**src/rtl/byte_serializer_pkg.sv**
```systemverilog
// Shared encodings for the byte serializer: width codes, FSM states and
// a byte-count helper.
package byte_serializer_pkg;

  typedef enum logic [1:0] {
    W_FULL = 2'b00,
    W_16   = 2'b01,
    W_8    = 2'b10,
    W_RSVD = 2'b11
  } width_e;

  typedef enum logic {
    IDLE = 1'b0,
    SEND = 1'b1
  } state_e;

  // Number of bytes a word of the given width code produces; zero for reserved.
  function automatic int unsigned byte_count(width_e w, int unsigned full_bytes);
    unique case (w)
      W_FULL:  return full_bytes;
      W_16:    return 2;
      W_8:     return 1;
      default: return 0;
    endcase
  endfunction

endpackage

```
**src/rtl/byte_serializer_if.sv**
```systemverilog
// Word-in / byte-out handshake bundle of the byte serializer.
interface byte_serializer_if #(
  parameter int unsigned DATA_W = 32
) ();

  logic [1:0]        width_sel;
  logic              in_valid;
  logic              in_ready;
  logic [DATA_W-1:0] in_data;
  logic              out_valid;
  logic              out_ready;
  logic [7:0]        out_data;
  logic              out_last;
  logic              err_width;

  modport master (
    output width_sel, in_valid, in_data, out_ready,
    input  in_ready, out_valid, out_data, out_last, err_width
  );

  modport slave (
    input  width_sel, in_valid, in_data, out_ready,
    output in_ready, out_valid, out_data, out_last, err_width
  );

endinterface

```
**src/rtl/byte_serializer_ser_byte_ctr.sv**
```systemverilog
// Byte selection and remaining-byte down-counter: loads a word left-aligned so
// the first byte of the selected field is always at the top, then shifts.
module ser_byte_ctr
  import byte_serializer_pkg::*;
#(
  parameter int unsigned DATA_W = 32,
  localparam int unsigned Bytes = DATA_W / 8,
  localparam int unsigned CntW  = $clog2(Bytes) + 1
) (
  input  logic              clk_i,
  input  logic              rst_ni,
  input  logic              load_i,
  input  width_e            width_i,
  input  logic [DATA_W-1:0] data_i,
  input  logic              advance_i,
  input  logic              done_i,
  output logic [7:0]        byte_o,
  output logic              last_o
);

  logic [DATA_W-1:0] aligned;
  logic [DATA_W-1:0] sh_q;
  logic [7:0]        byte_q;
  logic [CntW-1:0]   cnt_q;
  logic [CntW-1:0]   load_cnt;
  logic              last_q;

  always_comb begin
    aligned = data_i;
    unique case (width_i)
      W_16:    aligned = DATA_W'(data_i[15:0]) << (DATA_W - 16);
      W_8:     aligned = DATA_W'(data_i[7:0]) << (DATA_W - 8);
      default: aligned = data_i;
    endcase
    load_cnt = CntW'(byte_count(width_i, Bytes));
  end

  always_ff @(posedge clk_i or negedge rst_ni) begin
    if (!rst_ni) begin
      sh_q   <= '0;
      byte_q <= 8'h00;
      cnt_q  <= '0;
      last_q <= 1'b0;
    end else if (load_i) begin
      byte_q <= aligned[DATA_W-1 -: 8];
      sh_q   <= aligned << 8;
      cnt_q  <= load_cnt;
      last_q <= (load_cnt == CntW'(1));
    end else if (advance_i) begin
      byte_q <= sh_q[DATA_W-1 -: 8];
      sh_q   <= sh_q << 8;
      cnt_q  <= (cnt_q != '0) ? cnt_q - CntW'(1) : '0;
      last_q <= (cnt_q == CntW'(2));
    end else if (done_i) begin
      cnt_q  <= '0;
      last_q <= 1'b0;
    end
  end

  assign byte_o = byte_q;
  assign last_o = last_q;

endmodule

```
**src/rtl/byte_serializer.sv**
```systemverilog
// Parallel word to MSB-first byte stream serializer with selectable field width
// and zero-bubble back-to-back word acceptance.
module byte_serializer
  import byte_serializer_pkg::*;
#(
  parameter int unsigned DATA_W = 32
) (
  input logic               clk,
  input logic               reset_L,
  byte_serializer_if.slave  bus
);

  if ((DATA_W % 8) != 0 || DATA_W < 16) begin : g_bad_width
    $error("DATA_W must be a multiple of 8 and at least 16");
  end

  state_e state_q;
  logic   valid_q;
  logic   err_q;
  logic   rdy_en_q;
  logic   last;
  logic   take;
  logic   take_last;
  logic   accept;
  logic   rsvd;
  logic   load;
  width_e width;

  assign width     = width_e'(bus.width_sel);
  assign take      = valid_q & bus.out_ready;
  assign take_last = take & last;
  // rdy_en_q keeps in_ready low until the first edge after reset release.
  assign bus.in_ready = rdy_en_q & ((state_q == IDLE) | take_last);
  assign accept    = bus.in_valid & bus.in_ready;
  assign rsvd      = (width == W_RSVD);
  assign load      = accept & ~rsvd;

  always_ff @(posedge clk or negedge reset_L) begin
    if (!reset_L) begin
      state_q  <= IDLE;
      valid_q  <= 1'b0;
      err_q    <= 1'b0;
      rdy_en_q <= 1'b0;
    end else begin
      rdy_en_q <= 1'b1;
      err_q    <= accept & rsvd;
      unique case (state_q)
        IDLE: begin
          if (load) begin
            state_q <= SEND;
            valid_q <= 1'b1;
          end
        end
        SEND: begin
          if (take_last) begin
            if (load) begin
              state_q <= SEND;
              valid_q <= 1'b1;
            end else begin
              state_q <= IDLE;
              valid_q <= 1'b0;
            end
          end
        end
        default: begin
          state_q <= IDLE;
          valid_q <= 1'b0;
        end
      endcase
    end
  end

  ser_byte_ctr #(
    .DATA_W (DATA_W)
  ) u_ser_byte_ctr (
    .clk_i     (clk),
    .rst_ni    (reset_L),
    .load_i    (load),
    .width_i   (width),
    .data_i    (bus.in_data),
    .advance_i (take & ~last),
    .done_i    (take_last),
    .byte_o    (bus.out_data),
    .last_o    (last)
  );

  assign bus.out_valid = valid_q;
  assign bus.out_last  = last & valid_q;
  assign bus.err_width = err_q;

endmodule

```
**src/flat_wrapper.sv**
```systemverilog
// flat-port wrapper written by rule: the top's interface ports become plain ports
module byte_serializer_flat import byte_serializer_pkg::*;
#(
  parameter int unsigned DATA_W = 32
)
  (clk, reset_L, bus_width_sel, bus_in_valid, bus_in_data, bus_out_ready, bus_in_ready, bus_out_valid, bus_out_data, bus_out_last, bus_err_width);
  byte_serializer_if #(.DATA_W(DATA_W)) bus_i ();
  input logic clk;
  input logic reset_L;
  input wire logic [$bits(bus_i.width_sel)-1:0] bus_width_sel;
  input wire logic [$bits(bus_i.in_valid)-1:0] bus_in_valid;
  input wire logic [$bits(bus_i.in_data)-1:0] bus_in_data;
  input wire logic [$bits(bus_i.out_ready)-1:0] bus_out_ready;
  output wire logic [$bits(bus_i.in_ready)-1:0] bus_in_ready;
  output wire logic [$bits(bus_i.out_valid)-1:0] bus_out_valid;
  output wire logic [$bits(bus_i.out_data)-1:0] bus_out_data;
  output wire logic [$bits(bus_i.out_last)-1:0] bus_out_last;
  output wire logic [$bits(bus_i.err_width)-1:0] bus_err_width;
  assign bus_i.width_sel = bus_width_sel;
  assign bus_i.in_valid = bus_in_valid;
  assign bus_i.in_data = bus_in_data;
  assign bus_i.out_ready = bus_out_ready;
  assign bus_in_ready = bus_i.in_ready;
  assign bus_out_valid = bus_i.out_valid;
  assign bus_out_data = bus_i.out_data;
  assign bus_out_last = bus_i.out_last;
  assign bus_err_width = bus_i.err_width;
  byte_serializer #(.DATA_W(DATA_W)) u_core (.clk(clk), .reset_L(reset_L), .bus(bus_i));
endmodule
```
**config.mk**
```make
export PLATFORM = sky130hd
export DESIGN_NAME = byte_serializer_flat
export DESIGN_NICKNAME = d
export VERILOG_FILES = /design/src/rtl/byte_serializer_pkg.sv /design/src/rtl/byte_serializer_if.sv /design/src/rtl/byte_serializer_ser_byte_ctr.sv /design/src/rtl/byte_serializer.sv /design/src/flat_wrapper.sv
export SDC_FILE = /design/constraint.sdc
export NUM_CORES = 1
export LEC_CHECK = 0
export CORE_ASPECT_RATIO = 0.75
export CORE_UTILIZATION = 50
export CTS_CLUSTER_SIZE = 16
export DETAILED_ROUTE_END_ITERATION = 16
export PLACE_DENSITY = 0.77
export SKIP_LAST_GASP = 1
export SLEW_MARGIN = 40
export SYNTH_ARGS = -nofsm -noshare
export SYNTH_HDL_FRONTEND = slang
export SYNTH_SLANG_ARGS = --single-unit
```
**constraint.sdc**
```tcl
create_clock -name clk -period 2.5 [get_ports clk]
set_clock_uncertainty 0.2 [all_clocks]
set_input_delay 0.375 -clock clk [delete_from_list [all_inputs] [get_ports clk]]
set_output_delay 0.375 -clock clk [all_outputs]
set_load 0.02 [all_outputs]
```
======== Word level (Yosys, flattened, before mapping) ========
Cells that the tools add are included.
cells by class
  eq/ne operators ......................... 7
  mux-type cells .......................... 19
  bitwise operators ....................... 12
  $add $sub $neg .......................... 1
  reduce and logical (&&, ||, !) cells .... 5
operator list
  cell                                                                     count
  32-bit 2-to-1 mux                                                        2
  32-bit one-hot mux with 2 select lines                                   1
  8-bit 2-to-1 mux                                                         2
  3-bit 2-to-1 mux                                                         4
  3-bit one-hot mux with 3 select lines                                    1
  1-bit bitwise AND                                                        8
  1-bit 2-to-1 mux                                                         7
  3-bit nonzero test                                                       2
  2-bit equality test, second input constant                               2
  1-bit one-hot mux with 2 select lines                                    2
  3-bit by 1-bit equality test with 1-bit output, second input constant    1
  3-bit by 2-bit equality test with 1-bit output, second input constant    1
  1-bit inverter                                                           3
  3-bit by 1-bit subtractor with 3-bit output, second input constant       1
  2-bit by 1-bit equality test with 1-bit output, second input constant    1
  2-bit logical NOT                                                        1
  2-bit by 1-bit inequality test with 1-bit output, second input constant  1
  2-bit inequality test, second input constant                             1
  2-bit AND reduction                                                      1
  2-bit nonzero test                                                       1
  1-bit bitwise OR                                                         1
storage, ports and cells
  logic and storage cells ................. 52
  input port bits ......................... 38
  register bits after elaboration ......... 48

======== Logic depth before layout (Yosys ltp) ========
  depth in word-level cells ............... 9
  depth in mapped cells ................... 7
  depth with buffers taken out ............ 5

======== Hierarchy ========
From an unflattened synthesis, not the netlist that was laid out.
second synthesis, totals
  cell total of the unflattened synthesis .. 228
  area total of the unflattened synthesis .. 2240.9 µm²
by module, submodules not included
  module           area each (µm²)  sequential area each (µm²)  times used  cells each
  ser_byte_ctr     2037.0           900.9                       1           211
  byte_serializer  203.9            100.1                       1           17

======== Worst setup path after synthesis ========
OpenSTA, ideal clock, no wires.
  path type ............................... input -> register
  start point ............................. input bus_width_sel[0]
  end point ............................... register u_core.u_ser_byte_ctr.sh_q[25]
  data arrival time ....................... 1.754 ns
  buffers on the path ..................... 2
  setup slack ............................. 0.420 ns
  cell stages on the path ................. 6
  required time ........................... 2.174 ns
  path through ............................ ha_1 -> nand3b_1 -> a22o_1 -> buf_6 -> buf_6 -> a221o_1
between the ends
  longest elaborated chain between the ends .. 4
ends and longest elaborated chain
  element                                                  line                                source
  start: declaration                                       flat_wrapper.sv:10                  input wire logic [$bits(bus_i.width_sel)-1:0] bus_width_sel;
  2-bit equality test                                      byte_serializer.sv:35               assign rsvd = (width == W_RSVD);
  1-bit inverter                                           byte_serializer.sv:36               assign load = accept & ~rsvd;
  1-bit bitwise AND                                        byte_serializer.sv:36
  32-bit 2-to-1 mux or 2-bit nonzero test (tied branches)  --
  end signal: assignment                                   byte_serializer_ser_byte_ctr.sv:46  sh_q <= aligned << 8;
  end signal: assignment                                   byte_serializer_ser_byte_ctr.sv:51  sh_q <= sh_q << 8;
  end: declaration                                         byte_serializer_ser_byte_ctr.sv:22  logic [DATA_W-1:0] sh_q;
Several ways; a longest one is shown, not always the timed one.
A chain may end at the register's enable or synchronous reset.

======== Worst setup path after layout ========
  start point ............................. input bus_out_ready
  end point ............................... output bus_in_ready
between the ends
  longest elaborated chain between the ends .. 4
ends and longest elaborated chain
  element             line                   source
  start: declaration  flat_wrapper.sv:13     input wire logic [$bits(bus_i.out_ready)-1:0] bus_out_ready;
  1-bit bitwise AND   byte_serializer.sv:30  assign take = valid_q & bus.out_ready;
  1-bit bitwise AND   byte_serializer.sv:31  assign take_last = take & last;
  1-bit bitwise OR    byte_serializer.sv:33  assign bus.in_ready = rdy_en_q & ((state_q == IDLE) | take_last);
  1-bit bitwise AND   byte_serializer.sv:33
  end: declaration    flat_wrapper.sv:14     output wire logic [$bits(bus_i.in_ready)-1:0] bus_in_ready;
No other way between the ends.

==> results_dict.tcl <==
set metrics [dict create \
    status "finished, final reports clean" \
    worst-endpoint-required_ns 1.92 \
    reg2reg_depth 4 \
    antenna_cells_inserted 0 \
    numClockSinks 40 \
    wl_cell_um 16.65 \
    power.density_mw_per_mm2 735.7 \
    worst_hold_slack_ns 0.2990 \
    postCtsResizedCells 0 \
    cts.reportedPaths.clkPinSlew_ns 0.07 \
    syn-mean-instance-area_sq_um 10.97 \
    maxCapViolations 0 \
    detailedPlacementHpwl_um 3549 \
    pre_cts_slack_ns 0.04472 \
    gp_congestion 0.8268 \
    synth.yosys.seq_area_share 0.4540 \
    fillCellCount 307 \
    global_route.usage.total 0.2451 \
    vdd_ir_drop_max_mv 0.5146 \
    finalWirelength_um 5227 \
    synth.yosys.warnings 0 \
    crit_arrival_ns 1.81 \
    worstHoldPathType "reg2reg" \
    grt_setup_unrepaired "false" \
    postSynthRegisterBits 40 \
    firstDrtPassIters 4 \
    chipHeight_um 59.51 \
    pin_count_of_the_biggest_net_entering_global_routing 41 \
    tightest_slew_ns 0.5344 \
    cts-root-buf "clkbuf_8" \
    syn_inst 201 \
    clockBufferDepth 2 \
    timing.final.hold_violations 0 \
    number_of_global_route_vias_before_repair 1719 \
    grt_pass1_wl_um 8556 \
    die-width_um 78.68 \
    area_delta_synth_final_pct 33.94 \
    post_synth_instance_area_sq_mm 0.002205 \
    min_delay_path_depth 1 \
    synthesis.nets 245 \
    report.final.setup_viol 0 \
    final_min_period_over_clock_period 0.9540 \
    p_leak_uw 0.001389 \
    drive_gt1_frac 0.1429 \
    drc 0 \
    vias_per_cell 5.844 \
    drt_iter0_markers 124 \
    setup_ws_ns 0.1150 \
    layout_min_cycle_time_ns 2.385 \
    antenna_violations_before_repair 0 \
    crit_path_end_kind "output port" \
    portbufs 49 \
    yosys.cell_types.count 38 \
    critical_path.max_fanout 3 \
    timing.fmax_ghz 0.4193 \
    tns_ns 0 \
    count_of_vias_placed_by_the_detailed_router 1835 \
    slew-limit-headroom 0.6437 \
    slew_viol_final 0 \
    initial_core_utilization 0.5339 \
    setup.worst_path.start_class "input port" \
    clock_latency_of_the_later_clocked_register_in_the_worst_skew_pair_ns 0.29 \
    total_die_area_sq_mm 0.004682 \
    floorplan.rows 20 \
    post-cts-setup-buffer-count 0 \
    finish.net_count 302 \
    io-pin-count 50 \
    numCtsBuffers 5 \
    drtAntennaViolNets 0 \
    fin_util 0.7152 \
    htree_levels 2 \
    grt_overflow 0 \
    core_area_sq_mm 0.004129 \
    cts_tree "built" \
    worst_setup_path_category "in2out" \
]
cell type report:
type / instances / area, sq um / area share
clock buffer: 6 / 72.57 / 0.02458
clock inverter: 2 / 35.03 / 0.01186
multi-input combinational: 142 / 1104 / 0.3737
inverter: 5 / 18.77 / 0.006356
sequential: 40 / 1001 / 0.3390
tap: 55 / 68.82 / 0.02331
timing repair buffer: 64 / 653.1 / 0.2212
logic make-up after synthesis:
group,share of synthesized area
buf+inv,0.04540
compound gates,0.2117
simple gates,0.1260
fa+ha+maj,0.03405
mux,0.1271
flops,0.4540
other cells,0.001701
worst max-delay path: stages:
cell	delay [ns]
clkdlybuf4s50_1	0.48
nand3_1	0.12
nand2_1	0.13
and2_1	0.13
clkdlybuf4s50_1	0.59
state kept, by name, indices dropped and copies added (netlist names):
| register | count |
|---|---|
| u_core.bus.err_width | 1 |
| u_core.bus.out_valid | 1 |
| u_core.rdy_en_q | 1 |
| u_core.state_q | 1 |
| u_core.u_ser_byte_ctr.byte_o | 8 |
| u_core.u_ser_byte_ctr.cnt_q | 3 |
| u_core.u_ser_byte_ctr.last_o | 1 |
| u_core.u_ser_byte_ctr.sh_q | 24 |
metrics by stage:
stage	area, sq um	cells	power (uW)
2_1_floorplan	2205	201	1370
3_3_place_gp	2833	305	1652
3_5_place_dp	2835	305	1668
4_1_cts	2953	314	2190
5_1_grt	2953	314	2296
6_report	2953	314	2172
per-layer routing:
metal | wire, um | global-route usage | vias up
li1 | - | - | 876
met1 | 2482 | 0.3609 | 876
met2 | 2303 | 0.3652 | 79
met3 | 399 | 0.04462 | 4
met4 | 42 | 0.08201 | 0
met5 | 0 | 0 | -
final timing paths:
kind | start | endpoint | slack, ns
worst min register to register | u_core.u_ser_byte_ctr.sh_q[15] | u_core.u_ser_byte_ctr.sh_q[15] | 0.30
worst max register to register | u_core.state_q | u_core.u_ser_byte_ctr.sh_q[17] | 0.66
max in group asynchronous | reset_L | u_core.rdy_en_q | 1.36
min in group asynchronous | reset_L | u_core.bus.out_valid | 0.39
worst min-delay path | u_core.u_ser_byte_ctr.sh_q[15] | u_core.u_ser_byte_ctr.sh_q[15] | 0.30
worst max-delay path | bus_out_ready | bus_in_ready | 0.12
where the power goes:
part           internal [uW]  switching [uW]
registers                861             129
clock network            296             223
logic                    400             263
total                   1560             615
synth_stat cells:
library cell	n	area share
dfrtp_1	40	0.45
a21oi_1	14	0.032
mux2_2	12	0.061
a221o_1	11	0.050
mux2i_1	10	0.045
a22o_1	9	0.036
and3_1	9	0.026
a22oi_1	8	0.027
nor2_1	8	0.014
and2_1	6	0.017
ha_1	6	0.034
buf_2	5	0.011
clkbuf_1	5	0.0085
inv_1	5	0.0085
nand2_1	5	0.0085
nor2b_1	5	0.014
a31oi_1	4	0.011
mux2_1	4	0.020
nand2b_1	4	0.011
nand3_1	4	0.0091
a221oi_1	3	0.012
buf_6	3	0.015
o211ai_1	3	0.010
and3b_1	2	0.0079
nand3b_1	2	0.0068
o21ai_0	2	0.0045
a211oi_1	1	0.0034
a211oi_2	1	0.0057
a2bb2oi_1	1	0.0040
a41oi_1	1	0.0040
and4_1	1	0.0040
buf_1	1	0.0017
conb_1	1	0.0017
nand4bb_1	1	0.0051
o21ai_2	1	0.0040
o21ba_2	1	0.0045
o31ai_1	1	0.0034
or3_1	1	0.0028
repair_timing:
item                                    in CTS  in global routing
endpoints found under the setup margin       0                  0
hold buffers                                 1                  0
endpoints found under the hold margin       40                  0
placed cells by master, fill, tap and decap left out, types with 2 or more instances in the layout:
cell,n
clkdlybuf4s50_1,48
dfrtp_1,40
a21oi_1,14
mux2_2,12
a221o_1,11
buf_4,11
mux2i_1,10
and3_1,9
a22o_1,9
a22oi_1,8
nor2_1,8
and2_1,6
ha_1,6
inv_1,5
nand2_1,5
nor2b_1,5
clkbuf_8,5
nand3_1,4
mux2_1,4
nand2b_1,4
a31oi_1,4
buf_12,4
o211ai_1,3
a221oi_1,3
nand3b_1,2
and3b_1,2
o21ai_0,2
(Power assumes the default switching activity.)
